$ cat config.mk
export PLATFORM = sky130hd
export DESIGN_NAME = cpu_sequencer
export DESIGN_NICKNAME = d
export VERILOG_FILES = /design/src/rtl/cpu_sequencer.sv
export SDC_FILE = /design/constraint.sdc
export NUM_CORES = 1
export LEC_CHECK = 0
export CORE_ASPECT_RATIO = 0.5
export CORE_MARGIN = 2
export CORE_UTILIZATION = 35
export DETAILED_ROUTE_END_ITERATION = 10
export GPL_ROUTABILITY_DRIVEN = 0
export PLACE_DENSITY = 0.76
export SLEW_MARGIN = 20
export SYNTH_ARGS = -nofsm -noshare
export SYNTH_HDL_FRONTEND = slang
export SYNTH_SLANG_ARGS = --single-unit
$ cat constraint.sdc
create_clock -name clk -period 1.91 [get_ports clk]
set_input_delay 0.2865 -clock clk [delete_from_list [all_inputs] [get_ports clk]]
set_output_delay 0.2865 -clock clk [all_outputs]
set_load 0.03 [all_outputs]
$ cat src/rtl/cpu_sequencer.sv
// Multi-cycle control FSM for the 16-bit accumulator CPU: fetch, decode,
// execute/memory/writeback with a req/ack memory handshake, timeout and retire counter.
module cpu_sequencer #(
  parameter int ACK_TIMEOUT = 16,
  parameter int CNT_WIDTH   = 16
) (
  input  logic                 clk,
  input  logic                 reset_n,
  input  logic                 start,
  input  logic                 stop,
  input  logic                 mem_ack,
  input  logic [15:0]          mem_rdata,
  input  logic                 acc_zero,
  output logic                 mem_req,
  output logic                 mem_we,
  output logic                 mem_addr_sel,
  output logic [15:0]          instr_reg,
  output logic [13:0]          imm_out,
  output logic                 pc_we,
  output logic                 pc_sel,
  output logic                 acc_we,
  output logic                 acc_sel,
  output logic                 busy,
  output logic                 error,
  output logic [2:0]           state,
  output logic [CNT_WIDTH-1:0] instr_count
);

  typedef enum logic [2:0] {
    S_IDLE   = 3'd0,
    S_FETCH  = 3'd1,
    S_DECODE = 3'd2,
    S_EXEC   = 3'd3,
    S_MEM    = 3'd4,
    S_WB     = 3'd5
  } state_t;

  localparam logic [1:0] OP_ADDI  = 2'b00;
  localparam logic [1:0] OP_LOAD  = 2'b01;
  localparam logic [1:0] OP_STORE = 2'b10;
  localparam logic [1:0] OP_BRZ   = 2'b11;

  localparam int TW = $clog2(ACK_TIMEOUT + 1);

  state_t        state_q;
  logic [TW-1:0] to_cnt;
  logic [1:0]    opcode;
  logic          waiting;
  logic          timed_out;

  assign opcode  = instr_reg[15:14];
  assign imm_out = instr_reg[13:0];
  assign state   = state_q;
  assign busy    = (state_q != S_IDLE);

  // Final unanswered request cycle; an ack in this same cycle still completes normally.
  assign waiting   = (state_q == S_FETCH) || (state_q == S_MEM);
  assign timed_out = waiting && !mem_ack && (to_cnt == TW'(ACK_TIMEOUT - 1));

  always_comb begin
    mem_req      = waiting;
    mem_addr_sel = (state_q == S_MEM);
    mem_we       = (state_q == S_MEM) && (opcode == OP_STORE);
    pc_we        = ((state_q == S_FETCH) && mem_ack) || ((state_q == S_EXEC) && acc_zero);
    pc_sel       = (state_q == S_EXEC);
    acc_we       = (state_q == S_WB);
    acc_sel      = (state_q == S_WB) && (opcode == OP_LOAD);
  end

  always_ff @(posedge clk) begin
    if (!reset_n) begin
      state_q     <= S_IDLE;
      instr_reg   <= '0;
      error       <= 1'b0;
      instr_count <= '0;
      to_cnt      <= '0;
    end else begin
      case (state_q)
        S_IDLE: begin
          if (start) begin
            state_q <= S_FETCH;
            error   <= 1'b0;
            to_cnt  <= '0;
          end
        end
        S_FETCH: begin
          if (mem_ack) begin
            instr_reg <= mem_rdata;
            to_cnt    <= '0;
            state_q   <= S_DECODE;
          end else if (timed_out) begin
            error   <= 1'b1;
            to_cnt  <= '0;
            state_q <= S_IDLE;
          end else begin
            to_cnt <= to_cnt + 1'b1;
          end
        end
        S_DECODE: begin
          case (opcode)
            OP_ADDI:  state_q <= S_WB;
            OP_LOAD:  state_q <= S_MEM;
            OP_STORE: state_q <= S_MEM;
            OP_BRZ:   state_q <= S_EXEC;
            default:  state_q <= S_IDLE;
          endcase
        end
        S_MEM: begin
          if (mem_ack) begin
            to_cnt <= '0;
            if (opcode == OP_STORE) begin
              instr_count <= instr_count + 1'b1;
              state_q     <= stop ? S_IDLE : S_FETCH;
            end else begin
              state_q <= S_WB;
            end
          end else if (timed_out) begin
            error   <= 1'b1;
            to_cnt  <= '0;
            state_q <= S_IDLE;
          end else begin
            to_cnt <= to_cnt + 1'b1;
          end
        end
        S_EXEC, S_WB: begin
          instr_count <= instr_count + 1'b1;
          state_q     <= stop ? S_IDLE : S_FETCH;
        end
        default: state_q <= S_IDLE;
      endcase
    end
  end

endmodule
# After elaboration in Yosys (flattened, before gate mapping)
# Index checks and enable logic that the tools add are counted.
[totals]
reg_bits = 41
elab_cells = 61
inputBits = 22
out_inout_bits = 58
[classes]
reduce_logical = 21
addsub = 2
eq_ne = 14
n_mux = 19
[op_table]
columns = ["cell", "count"]
rows = [
  ["$mux W16", 2],
  ["$pmux W16 S2", 1],
  ["$add A16 B1 Y16 const B", 1],
  ["$mux W3", 5],
  ["$mux W5", 3],
  ["$pmux W3 S5", 1],
  ["$pmux W5 S2", 1],
  ["$pmux W3 S3", 1],
  ["$eq A3 B2 Y1 const B", 2],
  ["$eq A3 B3 Y1 const B", 2],
  ["$logic_and A1 B1 Y1", 6],
  ["$ne A2 B2 Y1 const B", 3],
  ["$reduce_or A2 Y1", 3],
  ["$add A5 B1 Y5 const B", 1],
  ["$eq A5 B4 Y1 const B", 1],
  ["$eq A2 B2 Y1 const B", 2],
  ["$mux W1", 4],
  ["$ne A2 B1 Y1 const B", 2],
  ["$reduce_and A2 Y1", 2],
  ["$reduce_and A4 Y1", 1],
  ["$reduce_bool A2 Y1", 2],
  ["$eq A3 B1 Y1 const B", 1],
  ["$logic_not A3 Y1", 1],
  ["$reduce_and A3 Y1", 1],
  ["other kinds (6)", 7],
]

# Logic depth before layout (Yosys ltp)
# Gate-level depths: netlist of run 1.
[depth]
word_depth = 7
ltp_mapped = 8
ltp_nobuf = 6

# Worst setup path before layout of run 1
# No wires, ideal clock.
[synth_path]
kind = "reg-to-output"
startpoint = "register state_q[2] (netlist: state[2])"
endpoint = "output port mem_we"
slack_ps = -141
n_path_buf = 1
t_required_ps = 1623
t_arrival_ps = 1765
path_stages_with_launch = 5
cell_sequence = "dfxtp_1 > buf_6 > and2b_1 > nor2b_1 > and2_1"
[synth_between]
elab_chain_len = 2
[synth_lines]
columns = ["element", "line", "source"]
rows = [
  ["start, declared", "45", "state_t state_q;"],
  ["start signal, assigned", "113", "state_q <= stop ? S_IDLE : S_FETCH;"],
  ["start signal, assigned", "127", "state_q <= stop ? S_IDLE : S_FETCH;"],
  ["$eq A3 B3 Y1", "n/a", ""],
  ["named net mem_addr_sel", "16", "output logic mem_addr_sel,"],
  ["$logic_and A1 B1 Y1", "63", "mem_we = (state_q == S_MEM) && (opcode == OP_STORE);"],
  ["end, declared", "15", "output logic mem_we,"],
]
# The timed path passes the listed nets, and every way through them passes these cells.

# Worst setup path after layout of run 1
[layout_path]
startpoint = "register instr_reg[14]"
endpoint = "output port mem_we"
[layout_between]
elab_chain_len = 2
[layout_lines]
columns = ["element", "line", "source"]
rows = [
  ["start, declared", "17", "output logic [15:0] instr_reg,"],
  ["start signal, assigned", "88", "instr_reg <= mem_rdata;"],
  ["$eq A2 B2 Y1", "63", ""],
  ["$logic_and A1 B1 Y1", "63", ""],
]
# Every way passes these cells.

==> results.txt, run 1 <==
CTS Sinks: 41
Design Area, Final: 3040 um2
Wire length per cell: 13.7 um
Max-slew violation count: 0
Reg clk slew, reported paths: 0.05 ns
Final hold slack: 0.429 ns
Critical path, cell by cell: inv_1 > ha_1 > and2_1 > dlygate4sd2_1
Critical path class: reg2out
Most Crowded Layer GR: met2
GRT met3 Usage: 4.43%
Vias/cell: 5.16
Synth area leader: dfxtp_1
Die Footprint: 6560 um2
Number of diodes: 0
Hold buffer count at CTS: 0
Clock Latency Late Sink: 0.28 ns
First-pass GRT wire length: 8.74 mm
DRT Wirelength: 5.44 mm
CP Capture Type: primary output
CP max-delay cell: dfxtp_1
Yosys top cell area share: 39.8%
CTS Buf Count: 5
Crit path launch type: register
Synth cell types: 40
Fin util: 54.5%
Chip height: 58.3 um
GR Layer Usage met1: 19.5%
Post-Syn Nets: 283
H-tree Lvls: 2
Worst-path maximum fanout: 6
Pwr dens: 723 nW/um2
Initial antenna violation count: 0
Port Buffers: 79
Non-filler cells, final: 397
Synth Cell Area: 2060 um2
F_max: 546 MHz
Placed cell count: 389
Min cycle time layout: 1.83 ns
Synth Instances: 255
Grt total ovfl: 0
Initial core utilization: 36.9%
1st-iter DRT viols: 86
Worst endpoint required time: 1.62 ns
Vias in the first global route: 1933
CTS tree: done
Max cap viols: 0
Data arrival, critical path: 1.54 ns
Nets: 351
Post-route clock skew: 0.00345 ns
First-pass DRT Iterations: 6
Clk buf depth: 2
Area grow syn2layout: 47.5%
Cell Area, Placed: 2870 um2
Outcome: completed
# DRC: 0
Synthesized flop and latch total: 41
Register area share after synthesis: 39.8%
Setup-failing EPs final: 0
Synth warn: 0
Largest net degree at the start of global routing: 30
Site Rows: 19
Total Neg Setup Slack: 0 ns
Worst hold path type: reg2reg
Syn avg cell area: 8.09 um2
Post-CTS Setup Bufs: 0
Gr usage total: 16.3%
# IOs: 80
Die Wd: 113 um
Crit-path max cell delay: 0.44 ns
Maximum vdd drop: 0.389 mV
RSZ-0062 raised after global routing: no
M2 GR Usage: 29.3%
Layout cells sized above 1: 8.02%
Period utilization: 95.9%
Endpoints failing hold: 0
HPWL after DPL: 4.00 mm
Worst slew pin tran: 0.567 ns
Leak Pwr: 1.10 nW
Root Buffer: clkbuf_16
Synth top area cells: dfxtp_1 (40%), a21oi_1 (8.5%), nand2_1 (7.8%)
Core area: 5590 um2
Vias: 2049
Max transition margin: 61.8%
DRT antenna net count: 0
-- cell usage after synthesis, drive strengths merged --
master and number:
clkbuf 8, and4 3, nand3 8, nor2 10
nand2 43, or3 5, a21o 2, a311oi 1
nor3 1, xnor2 1, and3 2, and2b 1
o31ai 10, a22oi 1, buf 21, nor4 3
dfxtp 41, nor2b 3, or4 9, inv 8
ha 6, a21oi 36, nand4 5, xor2 2
and2 4, a221o 1, o21ai 7, a32oi 1
a31oi 1, nand4b 1, and3b 1, nor4b 1
mux2i 3, nand3b 4, nand2b 1
-- repair_timing --
action,CTS,global route
cloned,0,0
gates resized for setup,8,1
pin swaps,0,0
setup endpoints to repair,7,2
-- report_power, final --
part / switching, mW / internal (mW)
clock network: 0.317 / 0.652
registers: 0.0246 / 0.877
logic: 0.181 / 0.147
total: 0.523 / 1.68
-- final timing paths --
kind	from	end	cells past startpoint	slack (ns)
worst min-delay path	to_cnt[4]	to_cnt[4]	2	0.43
worst min register to register	to_cnt[4]	to_cnt[4]	2	0.43
worst max register to register	instr_reg[14]	instr_count[7]	7	0.11
worst max-delay path	instr_reg[14]	mem_we	4	0.08
-- worst max-delay path: cells and delay by family, from the launching register on --
kind | cells | cell delay [ns]
flops | 1 | 0.44
simple gates | 1 | 0.15
buf+inv | 2 | 0.43
fa+ha+maj | 1 | 0.25
-- placed cells by master (no fill, tap or decap), types with 3 or more instances in the layout --
master,synthesis,layout
a21oi_1,35,35
and2_1,4,4
and4_1,3,3
buf_4,14,10
clkbuf_16,0,5
clkdlybuf4s50_1,0,71
dfxtp_1,41,39
dlygate4sd2_1,0,7
ha_1,6,6
inv_1,7,7
mux2i_1,3,3
nand2_1,43,43
nand3_1,8,8
nand3b_1,4,4
nand4_1,5,5
nor2_1,10,10
nor4_1,3,3
o21ai_0,7,7
o31ai_1,10,10
or3_1,5,5
or4_1,9,9
-- stage by stage --
step	power [mW]	worst slack [ns]
6_report	2.20	0.0789
3_3_place_gp	1.24	0.0810
3_5_place_dp	1.25	0.0468
5_1_grt	2.29	0.00290
4_1_cts	2.23	0.0592
2_1_floorplan	1.11	0.0380
-- layout make-up --
class	instances	area [um2]
clock buffer	7	143
fill	540	2540
inverter	8	30.0
multi-input combinational	177	1040
clock inverter	1	30.0
timing repair buffer	90	887
tap	73	91.3
sequential	41	823
-- routing by layer --
| layer | routed length (um) | vias to the layer above |
|---|---|---|
| li1 | - | 1022 |
| met1 | 2420 | 977 |
| met2 | 2760 | 45 |
| met3 | 223 | 5 |
| met4 | 31 | 0 |
| met5 | 0 | - |
-- cells by family (layout without fill, tap and decap cells) --
kind of cell	count (synthesis)	after routing	synth area share, %
adder cells (fa/ha/maj)	6	6	3.64
AO/OA/AOI/OAI	60	60	17.0
flip-flops	41	41	39.8
multiplexers	3	3	1.46
buffers and inverters	37	106	10.4
XOR/XNOR	3	3	1.27
AND/OR/NAND/NOR	105	105	26.5
Note: power is estimated with default switching activity, not from simulation.
==> run 2, diff against run 1 <==
Settings changed: CELL_PAD_IN_SITES_DETAIL_PLACEMENT from default to 1, CELL_PAD_IN_SITES_GLOBAL_PLACEMENT from default to 1, CORE_UTILIZATION 35 to 31, PLACE_DENSITY 0.76 to 0.9.
==> run 2 against run 1 <==
Compared with the run above:
- sequential cell count did not move
- worst setup slack improved by 0.0098 ns
- die area rose by 12%
- critical path depth fell by 3
- power rose by 1.8%
- via count rose by 3.2%
- register-to-register slack got worse by 0.02 ns
- clock power rose by 2.8%
- global-route usage rose by 2.1 points
- utilization fell by 5.4 points
- largest power group unchanged
- highest routed layer unchanged
==> results.txt, run 2 (synthesis results as in run 1) <==
Outcome: completed
Reg clk slew, reported paths: 0.06 ns
# IOs: 80
First-pass GRT wire length: 10.6 mm
Clock Latency Late Sink: 0.29 ns
Critical path class: reg2out
GRT met3 Usage: 4.07%
Chip height: 61.7 um
Initial antenna violation count: 0
Period utilization: 95.4%
Pwr dens: 730 nW/um2
Endpoints failing hold: 0
Initial core utilization: 33.0%
CP bufs+invs: 1
Crit-path max cell delay: 0.75 ns
1st-iter DRT viols: 84
Total Neg Setup Slack: 0 ns
# DRC: 0
Maximum vdd drop: 0.317 mV
FF-to-FF setup slack: 0.09 ns
CP max-delay cell: clkdlybuf4s50_1
Leak Pwr: 1.11 nW
First-pass DRT Iterations: 4
DRT antenna net count: 0
CP delay by family, top: buffers and inverters
F_max: 549 MHz
Worst hold path type: reg2reg
Clk buf depth: 2
Worst endpoint required time: 1.62 ns
Max cap viols: 0
Data arrival, critical path: 1.53 ns
Core area: 6260 um2
Worst slew pin tran: 0.391 ns
Worst Hold End: to_cnt[4]
Number of diodes: 0
CTS Buf Count: 5
Max-slew violation count: 0
Port Buffers: 79
Root Buffer: clkbuf_16
Nets: 353
Post-CTS Setup Bufs: 0
Worst reg2reg startpoint: instr_reg[14]
Largest net degree at the start of global routing: 30
Cell Area, Placed: 2890 um2
CTS tree: done
Worst hold start: to_cnt[4]
Design Area, Final: 3070 um2
# fillers: 745
Most common cell after layout, fill and taps aside: clkdlybuf4s50_1
Critical path, cell by cell: clkdlybuf4s50_1
Commonest non-fill, non-tap cells in the layout: clkdlybuf4s50_1 (71), nand2_1 (43), dfxtp_1 (39)
Layout cells sized above 1: 8.90%
Vias: 2114
DRT Wirelength: 6.89 mm
Die Footprint: 7360 um2
Post-route clock skew: 0.0111 ns
Reg2Reg Depth: 7
Worst-path maximum fanout: 9
Most Crowded Layer GR: met2
Setup-failing EPs final: 0
Area grow syn2layout: 48.6%
HPWL after DPL: 4.78 mm
Min-Delay Path Depth: 2
M2 GR Usage: 36.7%
Vias in the first global route: 2134
CTS Sinks: 41
Die Wd: 119 um
Site Rows: 20
Max transition margin: 73.6%
Crit path launch type: register
H-tree Lvls: 2
Wire length per cell: 16.6 um
GR Layer Usage met1: 20.1%
Vias/cell: 5.11
Reg2reg end: instr_count[12]
Grt total ovfl: 0
RSZ-0062 raised after global routing: no
Min cycle time layout: 1.82 ns
Gr usage total: 18.4%
CP Capture Type: primary output
run 2: cell count changes in the layout (fill, tap and decap cells not counted):
cell,before,now
ha_2,0,1
ha_1,6,5
buf_4,10,13
buf_12,2,1
run 2: metal layers:
layer / vias up / part of all wire (%) / wire length, um
met5: - / 0 / 0
met4: 0 / 1.3 / 89
met3: 7 / 3.5 / 238
met2: 46 / 53 / 3670
met1: 1035 / 42 / 2890
li1: 1026 / - / -
run 2: final cells by class:
cell class | instances | area (um2) | area share, %
clock buffers | 7 | 143 | 4.65
clock inverters | 1 | 30.0 | 0.979
inverters | 8 | 30.0 | 0.979
multi-input cells | 177 | 1040 | 33.9
flip-flops and latches | 41 | 823 | 26.8
well taps | 88 | 110 | 3.59
repair buffers | 92 | 890 | 29.0
run 2: how the worst max path moves through the flow:
stage                        start         endpoint  slack (ns)  cells after the start
floorplan            instr_reg[14]   instr_count[1]        0.04                      8
global placement           mem_ack   instr_count[7]        0.07                      6
detailed placement         mem_ack  instr_count[13]        0.02                      6
CTS                  instr_reg[14]           mem_we        0.06                      4
global route         instr_reg[14]  instr_count[12]       0.004                      7
finish              instr_count[2]   instr_count[2]        0.09                      1
run 2: metrics by stage:
step | hold slack [ns] | utilization, % | cells | worst slack, ns | power [mW]
after detailed placement | 0.439 | 46.2 | 406 | 0.0155 | 1.26
after global placement | 0.419 | 46.2 | 406 | 0.0728 | 1.24
after global routing | 0.466 | 49.0 | 414 | 0.00445 | 2.33
final | 0.442 | 49.0 | 414 | 0.0887 | 2.24
after floorplan | 0.402 | - | 255 | 0.0380 | 1.11
after CTS | 0.446 | 49.0 | 414 | 0.0586 | 2.26
run 2: power by group:
group	switching (mW)	leakage, nW	internal (mW)
combinational	0.192	0.690	0.148
clock	0.342	0.0841	0.653
sequential	0.0253	0.332	0.877
total	0.560	1.11	1.68
run 2: what timing repair did:
| item | in CTS | in global routing |
|---|---|---|
| hold buffers | 0 | 0 |
| endpoints found under the setup margin | 7 | 3 |
| gates resized for setup | 8 | 2 |
==> patch: new RTL, flow settings as in run 2 <==
One comparison of `to_cnt` changes from == to >=.
--- a/src/rtl/cpu_sequencer.sv
+++ b/src/rtl/cpu_sequencer.sv
@@ -55,7 +55,7 @@
 
   // Final unanswered request cycle; an ack in this same cycle still completes normally.
   assign waiting   = (state_q == S_FETCH) || (state_q == S_MEM);
-  assign timed_out = waiting && !mem_ack && (to_cnt == TW'(ACK_TIMEOUT - 1));
+  assign timed_out = waiting && !mem_ack && (to_cnt >= TW'(ACK_TIMEOUT - 1));
 
   always_comb begin
     mem_req      = waiting;
Formal check against the unedited RTL: no difference found for any inputs over 10 cycles, from zero or initial values and one cycle with reset_n low; that may be too few to reach the edited logic, so the function may still have changed.
==> patch against run 2 <==
Total power rose by 4.4%. Clock power fell by 3.6%. First-iteration DRC count rose by 58%. Largest cell class unchanged. Final cell count rose by 0.97%. Setup slack got worse by 0.043 ns. Highest routed layer unchanged. Largest power group unchanged. Wire length rose by 17%. Utilization rose by 1.7 points. Design area rose by 3.0%. Sequential cell count did not move. Synthesized area fell by 0.85%.
==> patch: results (changes against run 2) <==
share of cells above drive strength 1=14.8% (+6.0 points); number of antenna violations at the first check in global routing=0 (unchanged); syn_nets=283 (unchanged); Area contributors post-synth=dfxtp_1 (40%), nand2_1 (8.1%), a21oi_1 (7.3%), buf_4 (5.5%), ha_1 (4.3%); Critical Path Max Stage Delay=0.75 ns (about the same); first-iteration detailed-routing DRC count=133 (+58%); routed len/inst=19.2 um (+15%); Post-Route WL=8.03 mm (+17%); post-detail-place hpwl=5.16 mm (+8.0%); Placed Cells=411 (+1.2%); largest net degree at the start of global routing=31 (+3.3%); Main synth FF type=dfxtp_1; Place WS=-0.116 ns (-0.132 ns); R2R Path Start=instr_reg[14]$_SDFFE_PN0P_; CP max FO=10 (+1); drt first pass iters=4 (unchanged); Synth Area per Inst=8.05 um^2 (-0.46%); root buffer cell=clkbuf_16; # nets final=359 (+1.7%); vias per inst=5.24 (+2.6%); Reg clk slew, reported paths=0.06 ns (about the same); Clock Latency Late Sink=0.29 ns (about the same); clk_skew=0.00991 ns (-0.00115 ns); Top delay family on crit path=buffers and inverters; Async S/R FF share, synth=0% (unchanged); Hold Crit Start=instr_reg[10]$_SDFFE_PN0P_; Total GRT Usage=21.5% (+3.1 points); clk buf depth=2 (unchanged); Critical Path AT=1.58 ns (+0.05 ns); Post-DP Area=2930 um^2 (+1.3%); status=finished, final reports clean; n_diodes=0 (unchanged); leakage power=1.18 nW (+6.5%); VDD IR max=0.463 mV (+46%); H-Tree Depth=2 (unchanged); Slew headroom=72.1% (-1.5 points); Max Slew Vio Count=0 (unchanged); Hold WC Path Type=reg -> reg; vias in the first global route=2282 (+6.9%); worst setup path start=instr_count[2]$_SDFFE_PN0P_; sequential area share after synthesis=40.1% (+0.34 points); synth cell count leaders=nand2_1 (44), dfxtp_1 (41), a21oi_1 (30); global-route wire length before repair=12.1 mm (+14%); Slowest cell on crit path=clkdlybuf4s50_1; synth unique cells=42 (+5.0%)
==> patch: path summary, 6_finish.rpt <==
check | end | slack, ns | cells after the start
setup / recovery | instr_count[2] | 0.05 | 1
hold reg to reg | instr_reg[10]$_SDFFE_PN0P_ | 0.48 | 2
setup reg to reg | instr_count[13]$_SDFFE_PN0P_ | 0.08 | 7
hold / removal | instr_reg[10]$_SDFFE_PN0P_ | 0.48 | 2
==> patch: metal layers <==
layer	vias up	track usage [%]	part of all wire, %
li1	1022	-	-
met1	1093	24.7	40
met2	52	39.7	54
met3	22	5.28	3.3
met4	0	9.86	2.7
met5	-	0	0
==> patch: logic make-up (layout without fill, tap and decap cells) <==
family | after synthesis | count (layout) | synth area share (%)
flip-flops | 41 | 41 | 40.1
AND/OR/NAND/NOR | 104 | 104 | 25.3
multiplexers | 2 | 2 | 0.979
buffers and inverters | 36 | 112 | 9.79
XOR/XNOR | 4 | 4 | 1.71
AO/OA/AOI/OAI | 60 | 60 | 17.8
adder cells (fa/ha/maj) | 7 | 7 | 4.28
==> patch: final cells by class <==
class / count / area [um^2]
Clock buffer: 5 / 125
Multi-Input combinational cell: 177 / 1110
Sequential cell: 41 / 827
Inverter: 8 / 30.0
Tap cell: 88 / 110
Fill cell: 721 / 3070
Clock inverter: 2 / 35.0
Timing Repair Buffer: 97 / 926
==> patch: power by group <==
group          switching, mW  internal [mW]
Combinational          0.266          0.196
Clock                  0.352          0.607
Sequential            0.0306          0.885
Total                  0.649           1.69
==> patch: timing repair <==
action	CTS	global route
pin swaps	1	2
setup buffers	0	1
gates resized for setup	7	15
setup endpoints to repair	7	11
